==> config.mk <==
export PLATFORM = sky130hd
export DESIGN_NAME = line_buffer_window_reader
export DESIGN_NICKNAME = d
export VERILOG_FILES = /design/src/rtl/line_buffer_window_reader_pkg.sv /design/src/rtl/line_buffer_window_reader_slot_rotator.sv /design/src/rtl/line_buffer_window_reader.sv
export SDC_FILE = /design/constraint.sdc
export NUM_CORES = 1
export LEC_CHECK = 0
export CAP_MARGIN = 20
export CORE_ASPECT_RATIO = 1.4
export CORE_MARGIN = 2
export CORE_UTILIZATION = 25
export CTS_CLUSTER_SIZE = 16
export DETAILED_ROUTE_END_ITERATION = 8
export PLACE_DENSITY = 0.45
export SYNTH_ARGS = -nofsm -noshare
export SYNTH_HDL_FRONTEND = slang
export SYNTH_SLANG_ARGS = --single-unit
==> constraint.sdc <==
create_clock -name clk -period 5.3 [get_ports clk]
set_input_delay 1.325 -clock clk [delete_from_list [all_inputs] [get_ports clk]]
set_output_delay 1.325 -clock clk [all_outputs]
set_load 0.005 [all_outputs]
==> src/rtl/line_buffer_window_reader_pkg.sv <==
// Shared types and geometry helpers for the line-buffer read side and the MAC array.
// Latency: n/a (types, constants and constant functions only).
// Backpressure: n/a.
package line_buffer_window_reader_pkg;

    localparam int WIN_NFMAPS   = 3;
    localparam int WIN_BITWIDTH = 8;

    // One window element: every feature map of a single pixel.
    typedef logic [WIN_NFMAPS-1:0][WIN_BITWIDTH-1:0] win_elem_t;

    typedef enum logic [1:0] {
        ST_LEFT  = 2'd0,
        ST_FILL  = 2'd1,
        ST_RIGHT = 2'd2
    } lb_state_t;

    // Row width including the zero columns on both sides.
    function automatic int padded_x(input int x_dim, input int pad);
        return x_dim + 2 * pad;
    endfunction

    // Windows emitted per row.
    function automatic int out_x(input int x_dim, input int pad, input int ker, input int stride);
        return (padded_x(x_dim, pad) - ker) / stride + 1;
    endfunction

endpackage

==> src/rtl/line_buffer_window_reader_slot_rotator.sv <==
// Reorders physical SRAM row slots into top-to-bottom logical rows and applies pad masks.
// Latency: combinational.
// Backpressure: none; pure function of its inputs.
// Ports: in_col (slot-ordered column), wr_slot (one-hot newest slot),
//        top_pad_mask / bottom_pad_mask (row zeroing), out_col (logical column, row 0 = top).
module line_buffer_window_reader_slot_rotator
    import line_buffer_window_reader_pkg::*;
#(
    parameter int KER_SIZE = 3,
    parameter int BITWIDTH = 8,
    parameter int NFMAPS   = 3
) (
    input  logic [KER_SIZE*NFMAPS*BITWIDTH-1:0] in_col,
    input  logic [KER_SIZE-1:0]                 wr_slot,
    input  logic [KER_SIZE-1:0]                 top_pad_mask,
    input  logic                                bottom_pad_mask,
    output logic [KER_SIZE*NFMAPS*BITWIDTH-1:0] out_col
);
    localparam int ELEM_W = NFMAPS * BITWIDTH;

    always_comb begin
        int newest;
        int src;
        newest  = 0;
        src     = 0;
        out_col = '0;
        for (int s = 0; s < KER_SIZE; s++) begin
            if (wr_slot[s]) newest = s;
        end
        // The slot after the newest one holds the oldest row, i.e. the top of the window.
        for (int r = 0; r < KER_SIZE; r++) begin
            src = (newest + 1 + r) % KER_SIZE;
            if (!top_pad_mask[r] && !((r == KER_SIZE - 1) && bottom_pad_mask)) begin
                out_col[r*ELEM_W +: ELEM_W] = in_col[src*ELEM_W +: ELEM_W];
            end
        end
    end

endmodule

==> src/rtl/line_buffer_window_reader.sv <==
// Builds padded, strided KER_SIZE x KER_SIZE windows from a stream of line-buffer columns.
// Latency: a window is valid one clk after the shift (real or zero column) that completes it.
// Backpressure: every shift waits for a free output register; in_ready drops while a window is held.
// Ports: in_valid/in_ready/in_col + wr_slot and pad masks (column input side);
//        win_valid/win_ready/win_data/win_x/win_row_last (window output side).
module line_buffer_window_reader
    import line_buffer_window_reader_pkg::*;
#(
    parameter int KER_SIZE    = 3,
    parameter int BITWIDTH    = 8,
    parameter int NFMAPS      = 3,
    parameter int STRIDE      = 1,
    parameter int INPUT_X_DIM = 28,
    parameter int PAD         = 1
) (
    input  logic                                         clk,
    input  logic                                         rstn,
    input  logic                                         in_valid,
    output logic                                         in_ready,
    input  logic [KER_SIZE*NFMAPS*BITWIDTH-1:0]          in_col,
    input  logic [KER_SIZE-1:0]                          wr_slot,
    input  logic [KER_SIZE-1:0]                          top_pad_mask,
    input  logic                                         bottom_pad_mask,
    output logic                                         win_valid,
    input  logic                                         win_ready,
    output logic [KER_SIZE*KER_SIZE*NFMAPS*BITWIDTH-1:0] win_data,
    output logic [7:0]                                   win_x,
    output logic                                         win_row_last
);
    localparam int PX     = padded_x(INPUT_X_DIM, PAD);
    localparam int OUT_X  = out_x(INPUT_X_DIM, PAD, KER_SIZE, STRIDE);
    localparam int ELEM_W = NFMAPS * BITWIDTH;
    localparam int COL_W  = KER_SIZE * ELEM_W;
    localparam int WIN_W  = KER_SIZE * COL_W;
    localparam int PCW    = $clog2(PX + 1);

    lb_state_t                          state_q, state_d;
    logic [PCW-1:0]                     pcol_q, pcol_d;
    logic [KER_SIZE-1:0][COL_W-1:0]     sr_q, sr_d;
    logic                               win_valid_q, win_valid_d;
    logic [WIN_W-1:0]                   win_data_q, win_data_d;
    logic [7:0]                         win_x_q, win_x_d;
    logic                               win_row_last_q, win_row_last_d;

    logic [COL_W-1:0] logical_col;
    logic [COL_W-1:0] shift_col;
    logic             shift_en;
    logic             out_free;
    int               p_idx;

    line_buffer_window_reader_slot_rotator #(
        .KER_SIZE (KER_SIZE),
        .BITWIDTH (BITWIDTH),
        .NFMAPS   (NFMAPS)
    ) u_slot_rotator (
        .in_col          (in_col),
        .wr_slot         (wr_slot),
        .top_pad_mask    (top_pad_mask),
        .bottom_pad_mask (bottom_pad_mask),
        .out_col         (logical_col)
    );

    assign out_free = !win_valid_q || win_ready;
    assign in_ready = (state_q == ST_FILL) && out_free;
    assign p_idx    = int'(pcol_q);

    always_comb begin
        state_d        = state_q;
        pcol_d         = pcol_q;
        sr_d           = sr_q;
        win_valid_d    = win_valid_q;
        win_data_d     = win_data_q;
        win_x_d        = win_x_q;
        win_row_last_d = win_row_last_q;
        shift_en       = 1'b0;
        shift_col      = '0;

        case (state_q)
            ST_LEFT: begin
                if (PAD == 0) begin
                    state_d = ST_FILL;
                end else if (out_free) begin
                    shift_en = 1'b1;
                    pcol_d   = pcol_q + PCW'(1);
                    if (pcol_q == PCW'(PAD - 1)) state_d = ST_FILL;
                end
            end
            ST_FILL: begin
                if (in_valid && out_free) begin
                    shift_en  = 1'b1;
                    shift_col = logical_col;
                    if (pcol_q == PCW'(PAD + INPUT_X_DIM - 1)) begin
                        if (PAD > 0) begin
                            state_d = ST_RIGHT;
                            pcol_d  = pcol_q + PCW'(1);
                        end else begin
                            state_d = ST_LEFT;
                            pcol_d  = '0;
                        end
                    end else begin
                        pcol_d = pcol_q + PCW'(1);
                    end
                end
            end
            ST_RIGHT: begin
                if (out_free) begin
                    shift_en = 1'b1;
                    if (pcol_q == PCW'(PX - 1)) begin
                        state_d = ST_LEFT;
                        pcol_d  = '0;
                    end else begin
                        pcol_d = pcol_q + PCW'(1);
                    end
                end
            end
            default: state_d = ST_LEFT;
        endcase

        if (win_ready) win_valid_d = 1'b0;

        if (shift_en) begin
            for (int c = 0; c < KER_SIZE - 1; c++) sr_d[c] = sr_q[c + 1];
            sr_d[KER_SIZE-1] = shift_col;
            // Emit only on columns that land on the stride grid; trailing remainder columns just shift.
            if ((p_idx >= KER_SIZE - 1) && (((p_idx - (KER_SIZE - 1)) % STRIDE) == 0)) begin
                win_valid_d    = 1'b1;
                win_x_d        = 8'((p_idx - (KER_SIZE - 1)) / STRIDE);
                win_row_last_d = (((p_idx - (KER_SIZE - 1)) / STRIDE) == OUT_X - 1);
                for (int r = 0; r < KER_SIZE; r++) begin
                    for (int c = 0; c < KER_SIZE; c++) begin
                        win_data_d[(r*KER_SIZE + c)*ELEM_W +: ELEM_W] = sr_d[c][r*ELEM_W +: ELEM_W];
                    end
                end
            end
        end
    end

    always_ff @(posedge clk) begin
        if (!rstn) begin
            state_q        <= ST_LEFT;
            pcol_q         <= '0;
            sr_q           <= '0;
            win_valid_q    <= 1'b0;
            win_data_q     <= '0;
            win_x_q        <= '0;
            win_row_last_q <= 1'b0;
        end else begin
            state_q        <= state_d;
            pcol_q         <= pcol_d;
            sr_q           <= sr_d;
            win_valid_q    <= win_valid_d;
            win_data_q     <= win_data_d;
            win_x_q        <= win_x_d;
            win_row_last_q <= win_row_last_d;
        end
    end

    assign win_valid    = win_valid_q;
    assign win_data     = win_data_q;
    assign win_x        = win_x_q;
    assign win_row_last = win_row_last_q;

endmodule
==> results.sh, run 1 <==
export IMPL_overflow=0
export IMPL_path_clk_slew_ps=60
export IMPL_min_path_cells=2
export IMPL_io_buffers=308
export IMPL_synth_async_reset_ratio_pct=0
export IMPL_clock_latency_ps=570
export IMPL_r2r_end="win_data[71]$_SDFFE_PN0P_"
export IMPL_peakVddDrop_uv=307
export IMPL_via_per_inst=4.78
export IMPL_crit_family="adder cells"
export IMPL_fin_area_mm2=0.0207
export IMPL_place_area_mm2=0.0193
export IMPL_hold_end="win_data[163]$_SDFFE_PN0P_"
export IMPL_synthCells=1944
export IMPL_grt_use_total_pct=18.8
export IMPL_worstPathCellList="buf_4 > inv_1 > ha_1 > ha_1 > nor2_1 > nor2_1 > nand2_1 > inv_1 > ha_1 > inv_1 > fa_1 > nor3b_1 > buf_4 > nand2_1 > o21ai_0 > nand2_1 > a21oi_1"
export IMPL_ys_seq_area_share_pct=48.4
export IMPL_fmax_mhz=232
export IMPL_io_pins=310
export IMPL_antenna_found_initial=11
export IMPL_seq_power_share_pct=36.2
export IMPL_die_area_mm2=0.0641
export IMPL_grt_pass1_vias=14000
export IMPL_min_from="sr_q[139]$_SDFFE_PN0P_"
export IMPL_drtIter0Drc=972
export IMPL_cts_root_buf="clkbuf_16"
export IMPL_dp_hpwl_mm=45.1
export IMPL_r2r_slack_ps=2920
export IMPL_clock_sinks=375
export IMPL_switching_share_pct=35.9
export IMPL_final_common_cell="nand2_1"
export IMPL_slowest_stage="nor3b_1"
export IMPL_synth_compound_area_share_pct=19.2
export IMPL_wl_mm=62.2
export IMPL_hp_class="reg2reg"
export IMPL_yosysUniqueCellTypes=60
export IMPL_nNetsFinal=2287
export IMPL_grt_busiest_layer="met2"
export IMPL_cts_resized=0
export IMPL_crit_type="in2reg"
export IMPL_start_util_pct=25.1
export IMPL_grt_max_degree=152
export IMPL_synth_mux_area_fraction_pct=4.19
export IMPL_postRouteAntennaNets=0
export IMPL_crit_required_ps=5790
export IMPL_synthAdderAreaFrac_pct=2.08
export IMPL_vias=14500
export IMPL_power_internal_mw=5.25
export IMPL_layout_cells_non_filler=3039
export IMPL_use_met3_pct=4.20
export IMPL_place_congestion=0.859
export IMPL_areaGrowthSynthToFinish_pct=33.4
export IMPL_yosys_area_share_simple_pct=20.5
export IMPL_post_cts_buffers=0
export IMPL_grt_use_met2_pct=31.8
export IMPL_cts_tree="yes"
export IMPL_final_cell_mix="nand2_1 (573), dfxtp_1 (375), clkdlybuf4s50_1 (305)"
export IMPL_timing_rr_start="pcol_q[4]$_SDFFE_PN0P_"
export IMPL_leakage_nw=6.95
export IMPL_grt_setup_unrepaired="no"
export IMPL_combPwrFrac_pct=26.4
export IMPL_h_tree_depth=2
export IMPL_hold_violations=0
export IMPL_yosysWarnings=0
export IMPL_ys_ff_latch=375
export IMPL_synthFlopType="dfxtp_1"
export IMPL_final_layout_size_suffix_gt1_share_pct=5.30
export IMPL_cap_violations=0
export IMPL_setup_viol=0
export IMPL_p_per_area_mw_per_mm2=395
export IMPL_die_w_um=215
export IMPL_slowest_delay_ps=780
export IMPL_drc=0
export IMPL_grt_pass1_wl_mm=91.9
export IMPL_status="finished, final reports clean"
export IMPL_path_buf_inv=5
export IMPL_finalSetupTns_ps=0
export IMPL_placed_cells=2961
export IMPL_min_period_over_period_pct=81.4
export IMPL_netSwitchingPower_mw=2.94
export IMPL_synth_xor_area_share_pct=0.782
export IMPL_cp_arrival_ps=4800
export IMPL_drtPass1Iterations=6
export IMPL_met1_usage_pct=22.8
export IMPL_synth_area_mm2=0.0155
export IMPL_finalMaxSlewViolations=0
export IMPL_endpoint_kind="flop"
export IMPL_clockPowerShare_pct=37.4
export IMPL_synth_top_family_by_area="simple AND/OR/NAND/NOR gates"
export IMPL_clockBufferDepth=3
export IMPL_period_minus_slack_ps=4310
export IMPL_numCtsBuffers=41
export IMPL_worstMarginPinSlew_ps=937
export IMPL_die_y_um=299
export IMPL_critPathLaunchType="primary input"
export IMPL_syn_area_per_cell_um2=7.99
export IMPL_core_rowCount=108
export IMPL_r2r_cells=5
export IMPL_wire_per_inst_um=20.5
export IMPL_skew_ps=24.4
export IMPL_crit_fanout=8
export IMPL_max_slew_margin_pct=37.2
export IMPL_holdBufCountCts=0
export IMPL_synth_edf_count=0
export IMPL_coreArea_mm2=0.0618
[area by class of cell]
class	count	area [µm²]
sequential	375	7510
timing repair buffer	338	3350
tap	825	1030
clock buffer	59	1180
multi-input combinational	1411	7340
inverter	13	56.3
fill	6586	41000
clock inverter	12	228
antenna	6	15.0
[layer usage]
layer / part of all wire, % / wire, µm
met5: 0.12 / 75
met1: 42 / 26100
met4: 4.5 / 2810
met2: 48 / 29700
met3: 5.6 / 3500
[worst max path at each step]
| stage | startpoint | endpoint | cells after the start |
|---|---|---|---|
| floorplan | wr_slot[2] | win_data[139]$_SDFFE_PN0P_ | 20 |
| global placement | wr_slot[2] | sr_q[168]$_SDFFE_PN0P_ | 17 |
| detailed placement | wr_slot[2] | sr_q[169]$_SDFFE_PN0P_ | 17 |
| CTS | wr_slot[2] | sr_q[169]$_SDFFE_PN0P_ | 17 |
| global route | wr_slot[2] | win_data[121]$_SDFFE_PN0P_ | 17 |
| finish | wr_slot[2] | sr_q[169]$_SDFFE_PN0P_ | 17 |
[power groups by stage]
stage                     clock network, mW  logic [mW]  registers (mW)
after floorplan                           0        1.46            3.01
after global placement                    0        2.18            3.02
after detailed placement                  0        2.19            3.02
after CTS                              3.16        2.19            2.96
after global routing                   3.25        2.38            2.97
final                                  3.06        2.16            2.96
[Yosys cell counts (all sizes together), types with 17 or more instances]
library cell	number	share of area, %
nand2	574	14
dfxtp	375	48
a21oi	298	9.6
o21ai	119	3.8
clkbuf	95	2.3
nand3	67	2.2
buf	61	2.3
mux2i	56	3.6
nor2	53	1.3
a22oi	39	1.9
ha	21	1.7
a31oi	17	0.69
[state kept, by name, indices dropped and copies added (netlist names)]
register / count
state_q: 2
win_data: 216
win_x: 6
sr_q: 144
win_valid: 1
win_row_last: 1
pcol_q: 5
[kinds of logic (layout without fill, tap and decap cells)]
kind of cell / Yosys count / after routing
other: 2 / 19
muxes: 64 / 64
xor gates and xnor gates: 13 / 13
buffers and inverters: 169 / 422
and+or+nand+nor: 766 / 766
adders and majority gates: 24 / 24
DFF: 375 / 375
AOI/OAI and AO/OA: 531 / 531
[worst min-delay path, stage by stage (launching register included)]
cell and delay (ps):
dfxtp_1 310, nand2_1 60, a21oi_1 50
[stage by stage]
stage          total power, mW  hold WS (ps)  utilization, %  setup WS, ps
2_1_floorplan             4.46           432               -           297
3_3_place_gp              5.20           439            31.2           469
3_5_place_dp              5.22           445            31.2           429
4_1_cts                   8.32           442            33.5          1020
5_1_grt                   8.60           466            33.5           637
6_report                  8.18           443            33.5           985
Note: power is estimated with default switching activity, not from simulation.
==> run 2, diff against run 1 <==
--- a/config.mk
+++ b/config.mk
@@ -11,7 +11,7 @@
 export CORE_UTILIZATION = 25
 export CTS_CLUSTER_SIZE = 16
 export DETAILED_ROUTE_END_ITERATION = 8
-export PLACE_DENSITY = 0.45
+export PLACE_DENSITY = 0.44
 export SYNTH_ARGS = -nofsm -noshare
 export SYNTH_HDL_FRONTEND = slang
 export SYNTH_SLANG_ARGS = --single-unit
==> constraint.sdc (replaced) <==
create_clock -name clk -period 4.1 [get_ports clk]
set_input_delay 1.025 -clock clk [delete_from_list [all_inputs] [get_ports clk]]
set_output_delay 1.025 -clock clk [all_outputs]
set_load 0.005 [all_outputs]
==> results.sh, run 2 (same netlist as run 1, synthesis figures left out) <==
export IMPL_crit_family="adder cells"
export IMPL_peakVddDrop_uv=452
export IMPL_slowest_stage="xnor2_1"
export IMPL_grt_setup_unrepaired="no"
export IMPL_die_w_um=215
export IMPL_critPathLaunchType="primary input"
export IMPL_grt_pass1_wl_mm=90.0
export IMPL_wl_mm=60.9
export IMPL_place_congestion=0.883
export IMPL_path_clk_slew_ps=70
export IMPL_postRouteAntennaNets=0
export IMPL_cp_arrival_ps=4210
export IMPL_coreArea_mm2=0.0618
export IMPL_drc=0
export IMPL_setup_viol=0
export IMPL_combPwrFrac_pct=28.5
export IMPL_clockBufferDepth=3
export IMPL_vias=14500
export IMPL_grt_use_total_pct=18.4
export IMPL_dp_hpwl_mm=44.7
export IMPL_hold_violations=0
export IMPL_antenna_found_initial=14
export IMPL_clock_sinks=375
export IMPL_post_cts_buffers=0
export IMPL_finalSetupTns_ps=0
export IMPL_crit_required_ps=4590
export IMPL_drtIter0Drc=910
export IMPL_io_pins=310
export IMPL_timing_rr_start="pcol_q[4]$_SDFFE_PN0P_"
export IMPL_endpoint_kind="flop"
export IMPL_grt_pass1_vias=14000
export IMPL_max_slew_margin_pct=41.1
export IMPL_fmax_mhz=269
export IMPL_finalMaxSlewViolations=0
export IMPL_period_minus_slack_ps=3720
export IMPL_overflow=0
export IMPL_cap_violations=0
export IMPL_clock_latency_ps=560
export IMPL_slowest_delay_ps=700
export IMPL_cts_tree="yes"
export IMPL_met1_usage_pct=22.8
export IMPL_holdBufCountCts=0
export IMPL_largest_register_ffs=216
export IMPL_via_per_inst=4.73
export IMPL_fin_util_pct=33.8
export IMPL_wire_per_inst_um=19.9
export IMPL_die_y_um=299
export IMPL_clockPowerShare_pct=34.7
export IMPL_nFillCells=6553
export IMPL_final_layout_size_suffix_gt1_share_pct=6.60
export IMPL_status="finished, final reports clean"
export IMPL_p_per_area_mw_per_mm2=497
export IMPL_hp_class="reg2reg"
export IMPL_cts_root_buf="clkbuf_16"
export IMPL_final_common_cell="nand2_1"
export IMPL_power_internal_mw=6.61
export IMPL_worstMarginPinSlew_ps=884
export IMPL_drtPass1Iterations=5
export IMPL_use_met3_pct=4.17
export IMPL_skew_ps=25.9
export IMPL_leakage_nw=7.03
export IMPL_io_buffers=308
export IMPL_final_cell_mix="nand2_1 (573), dfxtp_1 (375), clkdlybuf4s50_1 (305)"
export IMPL_start_util_pct=25.1
export IMPL_crit_start="wr_slot[2]"
export IMPL_core_rowCount=108
export IMPL_grt_max_degree=129
export IMPL_worstPathCellList="buf_4 > inv_2 > ha_4 > ha_2 > nor2b_1 > and2_1 > ha_1 > ha_1 > a21oi_1 > xnor2_1 > xnor2_1 > a32oi_1 > a21oi_1"
export IMPL_path_buf_inv=2
export IMPL_cts_resized=0
export IMPL_die_area_mm2=0.0641
export IMPL_grt_busiest_layer="met2"
export IMPL_switching_share_pct=36.3
export IMPL_numCtsBuffers=41
export IMPL_crit_type="in2reg"
export IMPL_nNetsFinal=2309
export IMPL_crit_fanout=12
export IMPL_areaGrowthSynthToFinish_pct=34.4
export IMPL_seq_power_share_pct=36.9
export IMPL_min_period_over_period_pct=90.7
export IMPL_netSwitchingPower_mw=3.77
export IMPL_min_from="sr_q[142]$_SDFFE_PN0P_"
export IMPL_h_tree_depth=2
export IMPL_grt_use_met2_pct=31.4
-- run 2: cell types whose count changed in the layout (fill, tap and decap cells not counted), moves of 3 or more --
| cell | previous run | this run |
|---|---|---|
| bufinv_16 | 6 | 1 |
| buf_12 | 4 | 12 |
| clkbuf_1 | 10 | 6 |
| clkinv_2 | 3 | 8 |
| buf_4 | 28 | 42 |
| clkinvlp_4 | 1 | 4 |
-- run 2: power by group through the flow --
| stage | Combinational (mW) | Clock [mW] | Sequential (mW) |
|---|---|---|---|
| final | 2.96 | 3.60 | 3.83 |
| after global routing | 3.26 | 3.85 | 3.84 |
| after CTS | 3.05 | 3.74 | 3.83 |
| after detailed placement | 3.04 | 0 | 3.91 |
| after global placement | 3.02 | 0 | 3.91 |
| after floorplan | 1.89 | 0 | 3.89 |
-- run 2: worst paths after layout --
kind	cells after the start	to	slack, ps
setup / recovery	13	sr_q[187]$_SDFFE_PN0P_	380
hold / removal	2	win_data[166]$_SDFFE_PN0P_	440
setup reg to reg	5	win_data[12]$_SDFFE_PN0P_	1580
hold reg to reg	2	win_data[166]$_SDFFE_PN0P_	440
-- run 2: metal layers --
| layer | part of all wire, % | vias up |
|---|---|---|
| met5 | 0.21 | - |
| met4 | 3.4 | 20 |
| met3 | 5.4 | 102 |
| met2 | 48 | 352 |
| met1 | 43 | 6851 |
| li1 | - | 7136 |
-- run 2: tightest hold or removal path, cell delays in order, from the launching register on --
cell and delay (ps):
dfxtp_1 310, nand2_1 50, a21oi_1 50
-- run 2: cell type report --
| class | count | area (µm²) | area share (%) |
|---|---|---|---|
| diodes | 5 | 12.5 | 0.0600 |
| clock buffers | 54 | 1160 | 5.54 |
| clock inverters | 15 | 125 | 0.600 |
| inverters | 13 | 56.3 | 0.270 |
| multi-input cells | 1411 | 7360 | 35.3 |
| flip-flops and latches | 375 | 7510 | 36.0 |
| well taps | 825 | 1030 | 4.95 |
| repair buffers | 360 | 3610 | 17.3 |
-- run 2: metrics by stage --
stage / area [µm²] / power, mW / instances / hold WS [ps] / setup WS, ps
floorplan: 15600 / 5.78 / 1955 / 432 / 11.5
global placement: 19600 / 6.93 / 2984 / 438 / -118
detailed placement: 19600 / 6.95 / 2984 / 444 / -139
CTS: 20900 / 10.6 / 3053 / 437 / 457
global route: 20900 / 11.0 / 3055 / 455 / 216
finish: 20900 / 10.4 / 3058 / 440 / 380
==> run 3, diff against run 2 <==
--- a/config.mk
+++ b/config.mk
@@ -9,6 +9,7 @@
 export CORE_ASPECT_RATIO = 1.4
 export CORE_MARGIN = 2
 export CORE_UTILIZATION = 25
+export CTS_CLUSTER_DIAMETER = 30
 export CTS_CLUSTER_SIZE = 16
 export DETAILED_ROUTE_END_ITERATION = 8
 export PLACE_DENSITY = 0.44
==> results.sh, run 3 (same netlist as run 1, synthesis figures left out) <==
export IMPL_status="finished, final reports clean"
export IMPL_final_layout_size_suffix_gt1_share_pct=9.74
export IMPL_grt_max_degree=129
export IMPL_nNetsFinal=2350
export IMPL_grt_use_total_pct=18.8
export IMPL_fmax_mhz=271
export IMPL_grt_pass1_wl_mm=91.3
export IMPL_cts_root_buf="clkbuf_16"
export IMPL_fin_area_mm2=0.0226
export IMPL_regArea_mm2=0.00751
export IMPL_wl_met1_mm=26.2
export IMPL_vias=14800
export IMPL_path_clk_slew_ps=40
export IMPL_coreArea_mm2=0.0618
export IMPL_io_pins=310
export IMPL_period_minus_slack_ps=3690
export IMPL_holdBufCountCts=0
export IMPL_grt_setup_unrepaired="no"
export IMPL_cap_violations=0
export IMPL_endpoint_kind="flop"
export IMPL_crit_type="in2reg"
export IMPL_multiInputGateArea_mm2=0.00736
export IMPL_hp_class="reg2reg"
export IMPL_skew_ps=24.0
export IMPL_dp_slack_ps=-139
export IMPL_nFillCells=6437
export IMPL_finalMaxSlewViolations=0
export IMPL_max_slew_margin_pct=40.6
export IMPL_cts_tree="yes"
export IMPL_wire_per_inst_um=19.6
export IMPL_route_met2_wl_mm=29.7
export IMPL_timing_rr_start="pcol_q[4]$_SDFFE_PN0P_"
export IMPL_die_y_um=299
export IMPL_min_from="win_data[202]$_SDFFE_PN0P_"
export IMPL_largest_register_ffs=216
export IMPL_critPathLaunchType="primary input"
export IMPL_min_path_cells=2
export IMPL_r2r_end="win_data[12]$_SDFFE_PN0P_"
export IMPL_drc=0
export IMPL_clockBufferDepth=3
export IMPL_die_area_mm2=0.0641
export IMPL_fin_ws_ps=409
export IMPL_die_w_um=215
export IMPL_cts_resized=0
export IMPL_crit_required_ps=4650
export IMPL_setup_viol=0
export IMPL_drtPass1Iterations=5
export IMPL_drtIter0Drc=928
export IMPL_grt_pass1_vias=14400
export IMPL_peakVddDrop_uv=466
export IMPL_r2r_cells=5
export IMPL_place_area_mm2=0.0196
export IMPL_p_per_area_mw_per_mm2=615
export IMPL_antenna_found_initial=14
export IMPL_start_util_pct=25.1
export IMPL_leakage_nw=7.89
export IMPL_wl_met3_mm=3.51
export IMPL_clock_sinks=375
export IMPL_via_per_inst=4.70
export IMPL_areaGrowthSynthToFinish_pct=45.9
export IMPL_hold_end="win_data[202]$_SDFFE_PN0P_"
export IMPL_worstMarginPinSlew_ps=885
export IMPL_overflow=0
export IMPL_core_rowCount=108
export IMPL_hold_violations=0
export IMPL_post_cts_buffers=0
export IMPL_cp_arrival_ps=4240
export IMPL_top_layer="met5"
export IMPL_final_cell_mix="nand2_1 (573), dfxtp_1 (375), clkdlybuf4s50_1 (305)"
export IMPL_h_tree_depth=3
export IMPL_postRouteAntennaNets=0
export IMPL_crit_fanout=12
export IMPL_io_buffers=308
export IMPL_final_common_cell="nand2_1"
export IMPL_numCtsBuffers=82
export IMPL_dp_hpwl_mm=44.7
export IMPL_r2r_slack_ps=1630
export IMPL_place_congestion=0.883
export IMPL_wl_mm=61.5
export IMPL_clock_latency_ps=630
export IMPL_min_period_over_period_pct=90.0
-- run 3: cell type report --
class / instances / share of cell area (%)
sequential: 375 / 33.2
multi-input combinational: 1411 / 32.5
timing repair buffer: 360 / 16.0
clock buffer: 113 / 10.5
tap: 825 / 4.56
clock inverter: 39 / 3.05
inverter: 13 / 0.249
antenna: 5 / 0.0553
-- run 3: critical path, stage by stage --
cell and delay, ps:
buf_4 170, inv_2 70, ha_4 290, ha_2 190
nor2b_1 60, and2_1 170, ha_1 310, ha_1 340
a21oi_1 210, xnor2_1 100, xnor2_1 720, a32oi_1 360
a21oi_1 210
-- run 3: worst max path at each step --
stage	startpoint	to	slack, ps
2_1_floorplan	wr_slot[2]	sr_q[187]$_SDFFE_PN0P_	10
3_3_place_gp	wr_slot[2]	sr_q[187]$_SDFFE_PN0P_	-120
3_5_place_dp	wr_slot[2]	sr_q[187]$_SDFFE_PN0P_	-140
4_1_cts	wr_slot[2]	sr_q[187]$_SDFFE_PN0P_	510
5_1_grt	wr_slot[2]	win_data[139]$_SDFFE_PN0P_	280
6_report	wr_slot[2]	sr_q[187]$_SDFFE_PN0P_	410
-- run 3: stage by stage --
stage                     utilization [%]  instances  TNS [ps]  hold slack (ps)  total power [mW]
after floorplan                         -       1955         0              432              5.78
after global placement               31.7       2984      -933              438              6.93
after detailed placement             31.7       2984     -1520              444              6.95
after CTS                            36.6       3136         0              448              14.2
after global routing                 36.7       3138         0              467              14.6
final                                36.7       3141         0              446              13.9
-- run 3: layer usage --
metal  vias to the layer above  GRT usage (%)
li1                       7262              -
met4                        20           7.31
met5                         -              0
met2                       407           31.6
met3                       110           4.98
met1                      6979           22.9
-- run 3: report_power, final --
part | switching (mW) | internal [mW] | leakage [nW] | total [mW]
Sequential | 0.0822 | 3.76 | 3.02 | 3.84
Combinational | 2.14 | 0.818 | 3.38 | 2.96
Clock | 2.24 | 4.89 | 1.49 | 7.13
Total | 4.46 | 9.47 | 7.89 | 13.9
